### src/rtl/cae_pkg.sv
// Shared types and width defaults for the CAE streaming front-end.
`ifndef DATA_WIDTH
`define DATA_WIDTH 8
`endif
`ifndef BIAS_WIDTH
`define BIAS_WIDTH 16
`endif
`ifndef INPUT_SIZE
`define INPUT_SIZE 4
`endif

package cae_pkg;

    localparam int unsigned DataWidth = `DATA_WIDTH;
    localparam int unsigned BiasWidth = `BIAS_WIDTH;
    localparam int unsigned InputSize = `INPUT_SIZE;

    typedef enum logic {
        CONV = 1'b0,
        FC   = 1'b1
    } cae_layer_t;

    typedef enum logic [2:0] {
        StIdle,
        StLoadW,
        StLoadB,
        StFill,
        StIssue,
        StDone
    } feeder_state_t;

endpackage

### src/rtl/cae_row_window.sv
// Row assembly buffer plus the three-row window shift register.
module cae_row_window
    import cae_pkg::*;
#(
    parameter int unsigned DATA_WIDTH = `DATA_WIDTH,
    parameter int unsigned INPUT_SIZE = `INPUT_SIZE,
    parameter int unsigned COL_W      = 2
) (
    input  logic                                         clk_i,
    input  logic                                         rst,
    input  logic                                         clear,
    input  logic                                         wr_en,
    input  logic [COL_W-1:0]                             wr_col,
    input  logic [DATA_WIDTH-1:0]                        wr_data,
    input  logic                                         commit,
    input  cae_layer_t                                   mode,
    output logic [2:0][INPUT_SIZE-1:0][DATA_WIDTH-1:0]   data_in
);

    logic [INPUT_SIZE-1:0][DATA_WIDTH-1:0] row_buf_q;
    logic [INPUT_SIZE-1:0][DATA_WIDTH-1:0] row_next;

    // The committing beat is folded in here so the row lands in the same edge.
    always_comb begin
        row_next = row_buf_q;
        if (wr_en) begin
            row_next[wr_col] = wr_data;
        end
    end

    always_ff @(posedge clk_i or negedge rst) begin
        if (!rst) begin
            row_buf_q <= '0;
            data_in   <= '0;
        end else if (clear) begin
            row_buf_q <= '0;
            data_in   <= '0;
        end else begin
            if (wr_en) begin
                row_buf_q <= row_next;
            end
            if (commit) begin
                if (mode == FC) begin
                    data_in[0] <= row_next;
                    data_in[1] <= '0;
                    data_in[2] <= '0;
                end else begin
                    data_in[0] <= data_in[1];
                    data_in[1] <= data_in[2];
                    data_in[2] <= row_next;
                end
            end
        end
    end

endmodule

### src/rtl/cae_window_feeder.sv
// Streaming front-end: loads kernel weights/bias, then assembles row windows for the CAE core.
module cae_window_feeder
    import cae_pkg::*;
#(
    parameter int unsigned DATA_WIDTH = `DATA_WIDTH,
    parameter int unsigned BIAS_WIDTH = `BIAS_WIDTH,
    parameter int unsigned INPUT_SIZE = `INPUT_SIZE,
    parameter int unsigned IMG_ROWS   = 8
) (
    input  logic                                         clk_i,
    input  logic                                         rst,
    input  logic                                         start,
    input  cae_layer_t                                   layer_sel,
    input  logic                                         wgt_valid,
    output logic                                         wgt_ready,
    input  logic [DATA_WIDTH-1:0]                        wgt_data,
    input  logic [BIAS_WIDTH-1:0]                        bias_data,
    input  logic                                         pix_valid,
    output logic                                         pix_ready,
    input  logic [DATA_WIDTH-1:0]                        pix_data,
    output logic                                         en,
    output cae_layer_t                                   layer,
    output logic [2:0][INPUT_SIZE-1:0][DATA_WIDTH-1:0]   data_in,
    output logic [INPUT_SIZE-1:0][DATA_WIDTH-1:0]        weight_in,
    output logic [BIAS_WIDTH-1:0]                        bias_in,
    output logic                                         busy,
    output logic                                         frame_done
);

    localparam int unsigned ColW = (INPUT_SIZE > 1) ? $clog2(INPUT_SIZE) : 1;
    localparam int unsigned RowW = $clog2(IMG_ROWS + 1);
    localparam logic [ColW-1:0] LastCol = ColW'(INPUT_SIZE - 1);
    localparam logic [RowW-1:0] LastRow = RowW'(IMG_ROWS);

    feeder_state_t   state_q, state_d;
    logic [ColW-1:0] widx_q, col_q;
    logic [RowW-1:0] row_cnt_q;
    logic [1:0]      fill_q, fill_inc;
    logic            wgt_fire, pix_fire, row_done, last_row, frame_start;

    assign wgt_fire    = wgt_valid && wgt_ready;
    assign pix_fire    = pix_valid && pix_ready;
    assign row_done    = pix_fire && (col_q == LastCol);
    assign last_row    = (row_cnt_q + RowW'(1)) == LastRow;
    assign frame_start = (state_q == StIdle) && start;
    assign fill_inc    = (fill_q == 2'd3) ? 2'd3 : fill_q + 2'd1;

    always_ff @(posedge clk_i or negedge rst) begin
        if (!rst) begin
            state_q <= StIdle;
        end else begin
            state_q <= state_d;
        end
    end

    always_comb begin
        state_d = state_q;
        unique case (state_q)
            StIdle:  if (start) state_d = StLoadW;
            StLoadW: if (wgt_fire && widx_q == LastCol) state_d = StLoadB;
            StLoadB: if (wgt_fire) state_d = StFill;
            StFill: begin
                if (row_done) begin
                    // CONV needs two rows already held before the commit completes a window.
                    if (layer == FC || fill_q >= 2'd2) begin
                        state_d = StIssue;
                    end else if (last_row) begin
                        state_d = StDone;
                    end
                end
            end
            StIssue: state_d = (row_cnt_q == LastRow) ? StDone : StFill;
            StDone:  state_d = StIdle;
            default: state_d = StIdle;
        endcase
    end

    always_comb begin
        en         = (state_q == StIssue);
        busy       = (state_q != StIdle);
        frame_done = (state_q == StDone);
        wgt_ready  = (state_q == StLoadW) || (state_q == StLoadB);
        pix_ready  = (state_q == StFill);
    end

    always_ff @(posedge clk_i or negedge rst) begin
        if (!rst) begin
            widx_q    <= '0;
            col_q     <= '0;
            row_cnt_q <= '0;
            fill_q    <= '0;
            layer     <= CONV;
            weight_in <= '0;
            bias_in   <= '0;
        end else begin
            if (frame_start) begin
                widx_q    <= '0;
                col_q     <= '0;
                row_cnt_q <= '0;
                fill_q    <= '0;
                layer     <= layer_sel;
            end
            if (wgt_fire && state_q == StLoadW) begin
                weight_in[widx_q] <= wgt_data;
                widx_q            <= (widx_q == LastCol) ? '0 : widx_q + ColW'(1);
            end
            if (wgt_fire && state_q == StLoadB) begin
                bias_in <= bias_data;
            end
            if (pix_fire) begin
                col_q <= (col_q == LastCol) ? '0 : col_q + ColW'(1);
            end
            if (row_done) begin
                row_cnt_q <= row_cnt_q + RowW'(1);
                if (layer == CONV) begin
                    fill_q <= fill_inc;
                end
            end
        end
    end

    cae_row_window #(
        .DATA_WIDTH (DATA_WIDTH),
        .INPUT_SIZE (INPUT_SIZE),
        .COL_W      (ColW)
    ) u_row_window (
        .clk_i   (clk_i),
        .rst     (rst),
        .clear   (frame_start),
        .wr_en   (pix_fire),
        .wr_col  (col_q),
        .wr_data (pix_data),
        .commit  (row_done),
        .mode    (layer),
        .data_in (data_in)
    );

endmodule

### config.mk
export PLATFORM = sky130hd
export DESIGN_NAME = cae_window_feeder
export DESIGN_NICKNAME = d
export VERILOG_FILES = /design/src/rtl/cae_pkg.sv /design/src/rtl/cae_row_window.sv /design/src/rtl/cae_window_feeder.sv
export SDC_FILE = /design/constraint.sdc
export NUM_CORES = 1
export LEC_CHECK = 0
export ABC_CLOCK_PERIOD_IN_PS = 2500
export CAP_MARGIN = 20
export CORE_UTILIZATION = 49
export CTS_CLUSTER_SIZE = 40
export DETAILED_ROUTE_END_ITERATION = 10
export HOLD_SLACK_MARGIN = 0.06
export MAX_ROUTING_LAYER = met4
export PLACE_DENSITY = 0.78
export SLEW_MARGIN = 20
export SYNTH_ARGS = -nofsm -noshare
export SYNTH_HDL_FRONTEND = slang
export SYNTH_SLANG_ARGS = --single-unit
export TNS_END_PERCENT = 1
### constraint.sdc
create_clock -name clk_i -period 2.5 [get_ports clk_i]
set_clock_uncertainty 0.05 [all_clocks]
set_input_delay 0.25 -clock clk_i [delete_from_list [all_inputs] [get_ports clk_i]]
set_output_delay 0.25 -clock clk_i [all_outputs]
set_load 0.02 [all_outputs]
==> flow_summary_export.csv, run 1 <==
group,metric,value,unit
die,rows,45,
routing,avgViaCountPerCell,5.84,
logic_synthesis,synth.distinct_cells,40,
power_and_ir_drop,power.leakage,4.53,nW
final_layout,nNetsFinal,921,
timing,report.final.slew_viol_count,0,
logic_synthesis,synth-compound-area-share,17.6,%
grt,grtUsageTotal,28.0,%
clock_tree,cts_root_buf,"clkbuf_16",
routing,drc,0,
worst_setup_path,r2r_setup_slack,0.20,ns
placed_design,dp_slack,0.223,ns
die,io_pins,188,
clock_tree,cts_setup_buffers,0,
clock_tree,clkLatencyLatePin,0.44,ns
run,drv_cap,0,
worst_setup_path,critical_path.startpoint_type,"flop",
clock_tree,path_clk_slew,0.07,ns
die,core_area,15300,µm²
worst_setup_path,crit_type,"flop to output port",
timing,worst_pin_slew,0.593,ns
final_layout,layout-drive-gt1-share,13.1,%
run_status,outcome,"finished, final reports clean",
worst_setup_path,required,2.20,ns
routing,drt_pass1_iterations,5,
clock_tree,cts_buffer_depth,2,
routing,drt_iter0_drc,524,
grt,grt_pass1_vias,6590,
clock_tree,numCtsBuffers,17,
placed_design,place_congestion,0.821,
final_layout,final_cell_mix,"clkdlybuf4s50_1, dfrtp_1, o21ai_0",
logic_synthesis,postSynthCellCount,689,
final_layout,num_antenna_cells,0,
logic_synthesis,syn-num-nets,737,
logic_synthesis,syn_area,7670,µm²
logic_synthesis,muxShareOfSynthArea,7.34,%
logic_synthesis,synthFlopType,"dfrtp_1",
worst_setup_path,critPathLaunch,"state_q[2]",
die,die_area,16200,µm²
timing,fin_crit,2.39,ns
logic_synthesis,syn_area_per_cell,11.1,µm²
worst_setup_path,reg2regPathDepth,4,
grt,grt_pass1_wl,33800,µm
logic_synthesis,synth_xor_xnor_area_share,0.228,%
grt,grt_max_degree,58,
timing,setup_violations,0,
logic_synthesis,yosysWarnings,0,
power_and_ir_drop,power_density,953,nW/µm²
grt,antenna_found_initial,0,
die,die_y,127,µm
logic_synthesis,ys_seq_area_share,59.4,%
die,initial_utilization,50.3,%
placed_design,dp_hpwl,14100,µm
timing,slew_headroom,60.4,%
grt,overflow,0,
timing,period_share,95.6,%
logic_synthesis,post_synth_fa_ha_maj_area_fraction,1.63,%
timing,worst_slack,0.109,ns
timing,max_freq,418,MHz
logic_synthesis,synth-edff-count,0,
power_and_ir_drop,peakVddDrop,0.778,mV
logic_synthesis,synth_top_family_by_area,"compound AO/OA/AOI/OAI gates",
clock_tree,cts.sinks,182,
die,die_w,127,µm
clock_tree,htree_levels,4,
worst_setup_path,path_max_fanout,12,
hold_path,hold_class,"input pin to async pin",
routing,wirelength,20900,µm
timing,grt_setup_unrepaired,"false",
timing,final_hold_viol_count,0,
worst_setup_path,end_kind,"output port",
logic_synthesis,synth-simple-area-share,10.8,%
final_layout,mostFrequentLayoutCell,"clkdlybuf4s50_1",
routing,ant_nets,0,
routing,vias,6402,
timing,setup-tns-final,0,ns
worst_setup_path,worstReg2RegStart,"state_q[0]",
final_layout,area_growth,36.8,%
worst_setup_path,r2r-end,"u_row_window.data_in[7]",
logic_synthesis,async_reset_ff_share,100,%
placed_design,portBuffers,187,
routing,wl_per_cell,19.1,µm
clock_tree,cts_tree,"done",
worst_setup_path,critPathArrivalTime,2.09,ns
logic_synthesis,synth_seq_cells,182,
[worst max-delay path by stage]
stage	end	slack [ns]	depth (start not counted)
floorplan	weight_in[24]	0.52	5
CTS	en	0.09	3
detailed placement	u_row_window.data_in[74]	0.22	5
global route	en	0.06	3
global placement	weight_in[25]	0.27	6
finish	en	0.11	3
[final cells by class]
class	instances	area [µm²]
Fill cell	1100	4770
Sequential cell	182	4550
Multi-Input combinational cell	450	2930
Timing Repair Buffer	212	2090
Clock buffer	17	425
Tap cell	211	264
Clock inverter	15	194
Inverter	10	37.5
[routing by layer]
layer  vias to the layer above  track usage (%)  part of all wire, %  routed length, µm
met5                         -                -                    0                  0
met4                         0             12.3                  2.8                588
met3                        53             6.16                  6.9               1440
met2                       301             44.1                   50              10400
met1                      3200             34.9                   41               8510
li1                       2848                -                    -                  -
[registers in the layout, summed over array words and instances (netlist names), 3 cells and up]
signal / cells
u_row_window.data_in: 96
weight_in: 32
u_row_window.row_buf_q: 24
bias_in: 16
row_cnt_q: 4
state_q: 3
[metrics by stage]
step	hold WS, ns	power (W)	cells	util [%]	area (µm²)
after floorplan	-0.0956	0.00563	689	-	7670
after global placement	0.193	0.00710	1064	64.6	9860
after detailed placement	0.204	0.00722	1064	64.6	9860
after CTS	0.328	0.0100	1097	68.7	10500
after global routing	0.354	0.0104	1097	68.7	10500
final	0.306	0.0100	1097	68.7	10500
[cell usage after synthesis, drive strengths merged (7+ instances only)]
library cell | number | area (µm²)
a211oi | 24 | 180
inv | 9 | 33.8
a22oi | 9 | 67.6
a22o | 35 | 307
ha | 10 | 125
a21oi | 28 | 144
nand3 | 34 | 170
nand2 | 81 | 304
dfrtp | 182 | 4550
mux2 | 50 | 563
and3 | 25 | 156
o21ai | 120 | 601
clkbuf | 40 | 150
buf | 7 | 40.0
[power by group]
group | leakage [nW] | internal (W) | switching (W)
logic | 1.80 | 0.00156 | 0.00189
clock network | 0.292 | 0.00160 | 0.00121
registers | 2.44 | 0.00342 | 0.000321
total | 4.53 | 0.00657 | 0.00342
[repair_timing]
| item | CTS | global route |
|---|---|---|
| gates resized for setup | 0 | 1 |
| endpoints found under the hold margin | 53 | 0 |
| endpoints found under the setup margin | 0 | 4 |
| hold buffers | 1 | 0 |
[worst max-delay path, cell delays in order (launching register included)]
cell	delay, ns
dfrtp_1	0.35
buf_4	0.22
nor3b_1	0.37
clkdlybuf4s50_1	0.71
[logic make-up after synthesis]
group | count (synthesis)
AO/OA/AOI/OAI | 223
XOR/XNOR | 2
adder cells (fa/ha/maj) | 10
buffers and inverters | 57
flip-flops | 182
multiplexers | 50
AND/OR/NAND/NOR | 165
(Power assumes the default switching activity.)
==> inputs of run 2 (changes only) <==
--- a/config.mk
+++ b/config.mk
@@ -11,7 +11,6 @@
 export CTS_CLUSTER_SIZE = 40
 export DETAILED_ROUTE_END_ITERATION = 10
 export HOLD_SLACK_MARGIN = 0.06
-export MAX_ROUTING_LAYER = met4
 export PLACE_DENSITY = 0.78
 export SLEW_MARGIN = 20
 export SYNTH_ARGS = -nofsm -noshare
==> run 2 against run 1 <==
Design area unchanged. Critical path depth unchanged. Die area unchanged. Sequential power about the same. Setup slack worse by 0.0091 ns. Wire length up 0.40%. Fmax down 0.38%.
==> flow_summary_export.csv, run 2 (synthesis results as in run 1) <==
group,metric,value,unit
run_status,outcome,"finished, final reports clean",
timing,setup_violations,0,
timing,final_hold_viol_count,0,
worst_setup_path,required,2.20,ns
worst_setup_path,end_kind,"output port",
routing,wl_per_cell,19.2,µm
final_layout,design_area,10500,µm²
die,io_pins,188,
final_layout,layout-drive-gt1-share,13.1,%
routing,wirelength,21000,µm
timing,worst_pin_slew,0.572,ns
die,initial_utilization,50.3,%
clock_tree,cts_root_buf,"clkbuf_16",
worst_setup_path,crit_type,"flop to output port",
placed_design,dp_hpwl,14100,µm
timing,grt_setup_unrepaired,"false",
grt,use_met2,44.6,%
worst_setup_path,cp_slowest_cell,"clkdlybuf4s50_1",
routing,drc,0,
clock_tree,numCtsBuffers,17,
die,core_area,15300,µm²
hold_path,hold_class,"input pin to async pin",
timing,report.final.slew_viol_count,0,
final_layout,num_antenna_cells,0,
clock_tree,cts_tree,"done",
worst_setup_path,crit_chain,"buf_4 -> nor3b_1 -> clkdlybuf4s50_1",
timing,setup-tns-final,0,ns
clock_tree,htree_levels,4,
placed_design,place_congestion,0.809,
final_layout,largestRegisters,"u_row_window.data_in x96, weight_in x32, u_row_window.row_buf_q x24",
run,drv_cap,0,
placed_design,place_area,9860,µm²
clock_tree,clkLatencyLatePin,0.43,ns
grt,antenna_found_initial,0,
final_layout,multi_input_area,2930,µm²
worst_setup_path,critical_path.startpoint_type,"flop",
worst_setup_path,critPathArrivalTime,2.10,ns
clock_tree,cts_buffer_depth,2,
clock_tree,cts.sinks,182,
power_and_ir_drop,power_density,953,nW/µm²
grt,grtUsageTotal,27.2,%
routing,drt_iter0_drc,564,
final_layout,mostFrequentLayoutCell,"clkdlybuf4s50_1",
die,die_area,16200,µm²
final_layout,regArea,4550,µm²
routing,ant_nets,0,
grt,use_met3,7.12,%
routing,vias,6432,
clock_tree,path_clk_slew,0.07,ns
final_layout,fill_cells,1100,
timing,max_freq,417,MHz
routing,avgViaCountPerCell,5.86,
clock_tree,cts_setup_buffers,0,
die,rows,45,
final_layout,nNetsFinal,921,
power_and_ir_drop,power.leakage,4.53,nW
grt,top_usage_layer,"met2",
power_and_ir_drop,peakVddDrop,0.774,mV
grt,gr-usage-met1,34.0,%
die,die_y,127,µm
timing,period_share,96.0,%
timing,fin_crit,2.40,ns
grt,grt_max_degree,58,
grt,overflow,0,
worst_setup_path,path_max_fanout,12,
final_layout,largest_reg_flops,96,
die,die_w,127,µm
final_layout,final_cell_mix,"clkdlybuf4s50_1, dfrtp_1, o21ai_0",
grt,grt_pass1_wl,33800,µm
final_layout,largest-register,"u_row_window.data_in",
worst_setup_path,critPathMaxStageDelay,0.71,ns
timing,slew_headroom,61.7,%
grt,grt_pass1_vias,6592,
placed_design,portBuffers,187,
final_layout,area_growth,36.8,%
routing,drt_pass1_iterations,5,
==> run 2: cell counts in the layout (fill, tap and decap cells not counted) <==
No cell type changed its count.
==> run 2: per-layer routing <==
| layer | share of wire, % | wire length [µm] |
|---|---|---|
| met3 | 7.2 | 1520 |
| met2 | 50 | 10500 |
| met1 | 40 | 8480 |
| met5 | 0 | 0 |
| met4 | 2.6 | 538 |
==> run 2: path summary, 6_finish.rpt <==
| path | from | end | slack (ns) | cells past startpoint |
|---|---|---|---|---|
| worst min register to register | u_row_window.data_in[21] | u_row_window.data_in[21] | 0.43 | 2 |
| worst max register to register | state_q[0] | u_row_window.data_in[7] | 0.23 | 4 |
| worst min-delay path | rst | bias_in[14] | 0.31 | 2 |
| worst max-delay path | state_q[2] | en | 0.10 | 3 |
| max in group asynchronous | rst | u_row_window.data_in[90] | 1.31 | 3 |
| min in group clk_i | layer_sel | layer | 0.36 | 3 |
==> run 2: final cells by class <==
class,instances,share of cell area [%]
clock buffer,17,4.06
inverter,10,0.358
clock inverter,15,1.85
tap,211,2.52
timing repair buffer,212,19.9
sequential,182,43.4
multi-input combinational,450,27.9
==> run 2: repair_timing <==
item,4_1_cts,5_1_grt
endpoints found under the hold margin,53,0
gates resized for setup,0,1
hold buffers,1,0
setup endpoints to repair,0,3
==> run 2: where the power goes <==
| part | internal (W) | leakage [nW] | switching (W) |
|---|---|---|---|
| sequential | 0.00342 | 2.44 | 0.000323 |
| clock | 0.00160 | 0.292 | 0.00121 |
| combinational | 0.00156 | 1.80 | 0.00189 |
==> run 2: worst max-delay path: cells and delay by family (launching register included) <==
| family | cells | cell delay (ns) |
|---|---|---|
| buffers and inverters | 2 | 0.93 |
| DFF | 1 | 0.35 |
| and+or+nand+nor | 1 | 0.38 |
==> run 2: stage by stage <==
| stage | util [%] | setup slack, ns | hold WS [ns] | cells | total power, W |
|---|---|---|---|---|---|
| 6_report | 68.7 | 0.100 | 0.309 | 1097 | 0.0100 |
| 3_5_place_dp | 64.6 | 0.223 | 0.204 | 1064 | 0.00722 |
| 4_1_cts | 68.7 | 0.0889 | 0.328 | 1097 | 0.0100 |
| 5_1_grt | 68.7 | 0.0563 | 0.352 | 1097 | 0.0104 |
| 3_3_place_gp | 64.6 | 0.270 | 0.193 | 1064 | 0.00710 |
| 2_1_floorplan | - | 0.520 | -0.0956 | 689 | 0.00563 |
==> variant, RTL diff (settings of run 2) <==
The macro `BIAS_WIDTH` goes from 16 to 32.
--- a/src/rtl/cae_pkg.sv
+++ b/src/rtl/cae_pkg.sv
@@ -3,7 +3,7 @@
 `define DATA_WIDTH 8
 `endif
 `ifndef BIAS_WIDTH
-`define BIAS_WIDTH 16
+`define BIAS_WIDTH 32
 `endif
 `ifndef INPUT_SIZE
 `define INPUT_SIZE 4
Interface: changed (resized bias_data and bias_in); port bits go from 188 to 220. No check against the original RTL was run, so the function may have changed too.
==> variant against run 2 <==
Sequential cell count increased by 16. Hold slack improved by 0.026 ns. Cell area increased by 8.9%. Power increased by 13%. Synthesized area increased by 8.4%. Routed wire length decreased by 1.7%. Setup slack improved by 0.032 ns. Via count decreased by 1.6%. Critical path type unchanged. Highest routed layer unchanged.
==> variant: results (changes against run 2) <==
* Worst slew pin tran at 0.596 ns (+0.0234 ns)
* VDD IR max at 0.893 mV (+15%)
* Syn Nets at 769 (+4.3%)
* Last element of the critical path: pix_ready
* Initial DRC Count at 412 (-27%)
* Delay-heaviest family, CP: flip-flops
* Vias in the first global route at 6113 (-7.3%)
* Vias post-DR at 6328 (-1.6%)
* Met1 WL at 8.64 mm (+1.9%)
* Largest net degree at the start of global routing at 81 (+40%)
* GPL Wtd Cong at 0.804 (-0.68%)
* Fin cells at 1154 (+5.2%)
* Largest regs: u_row_window.data_in x96, bias_in x32, weight_in x32
* RR Endpoint: u_row_window.data_in[0]$_DFFE_PN0P_
* Yosys cell types at 47 (+18%)
* Met2 wire len at 10.4 mm (-1.2%)
* Pre-CTS setup slack at 0.254 ns (+0.0306 ns)
* Leak at 0.00497 uW (+9.7%)
* Critical R2R Launch: state_q[1]$_DFFE_PN0P_
* Met3 wire length at 1.29 mm (-15%)
* Run status: finished clean
* GRT Util Overall at 0.243 (-0.0283)
* Crit path time final at 2.37 ns (-0.0318 ns)
* Nets at 986 (+7.1%)
* GR Layer Usage met3 at 0.0604 (-0.0108)
* Layout cells sized above 1 at 0.142 (+0.0115)
* Worst Hold Slack at 0.335 ns (+0.0262 ns)
* WL final at 20.7 mm (-1.7%)
* Met2 GRT Util at 0.401 (-0.0448)
* Maximum fanout along the worst path at 15 (+3)
* First-pass GRT wire length at 33.1 mm (-2.2%)
==> variant: power breakdown <==
part	switching, uW	internal [uW]
sequential	392	3820
combinational	2210	1960
clock	1180	1700
==> variant: logic make-up (layout without fill, tap and decap cells) <==
family,after synthesis,after routing,synth area share
AO/OA/AOI/OAI,215,215,0.159
XOR/XNOR,2,2,0.00211
adder cells (fa/ha/maj),10,10,0.0151
AND/OR/NAND/NOR,151,151,0.0944
buffers and inverters,55,284,0.0342
flip-flops,198,198,0.596
multiplexers,74,74,0.0990
==> variant: cell type report <==
type	count	area, um2
clock buffers	19	443
clock inverters	12	178
fillers	1268	5160
inverters	9	33.8
multi-input cells	452	3100
flip-flops and latches	198	4960
well taps	220	275
repair buffers	244	2440
==> variant: what timing repair did <==
| action | 4_1_cts | 5_1_grt |
|---|---|---|
| hold buffers | 1 | 0 |
| endpoints found under the hold margin | 65 | 0 |
| gates resized for setup | 2 | 0 |
| endpoints found under the setup margin | 1 | 0 |
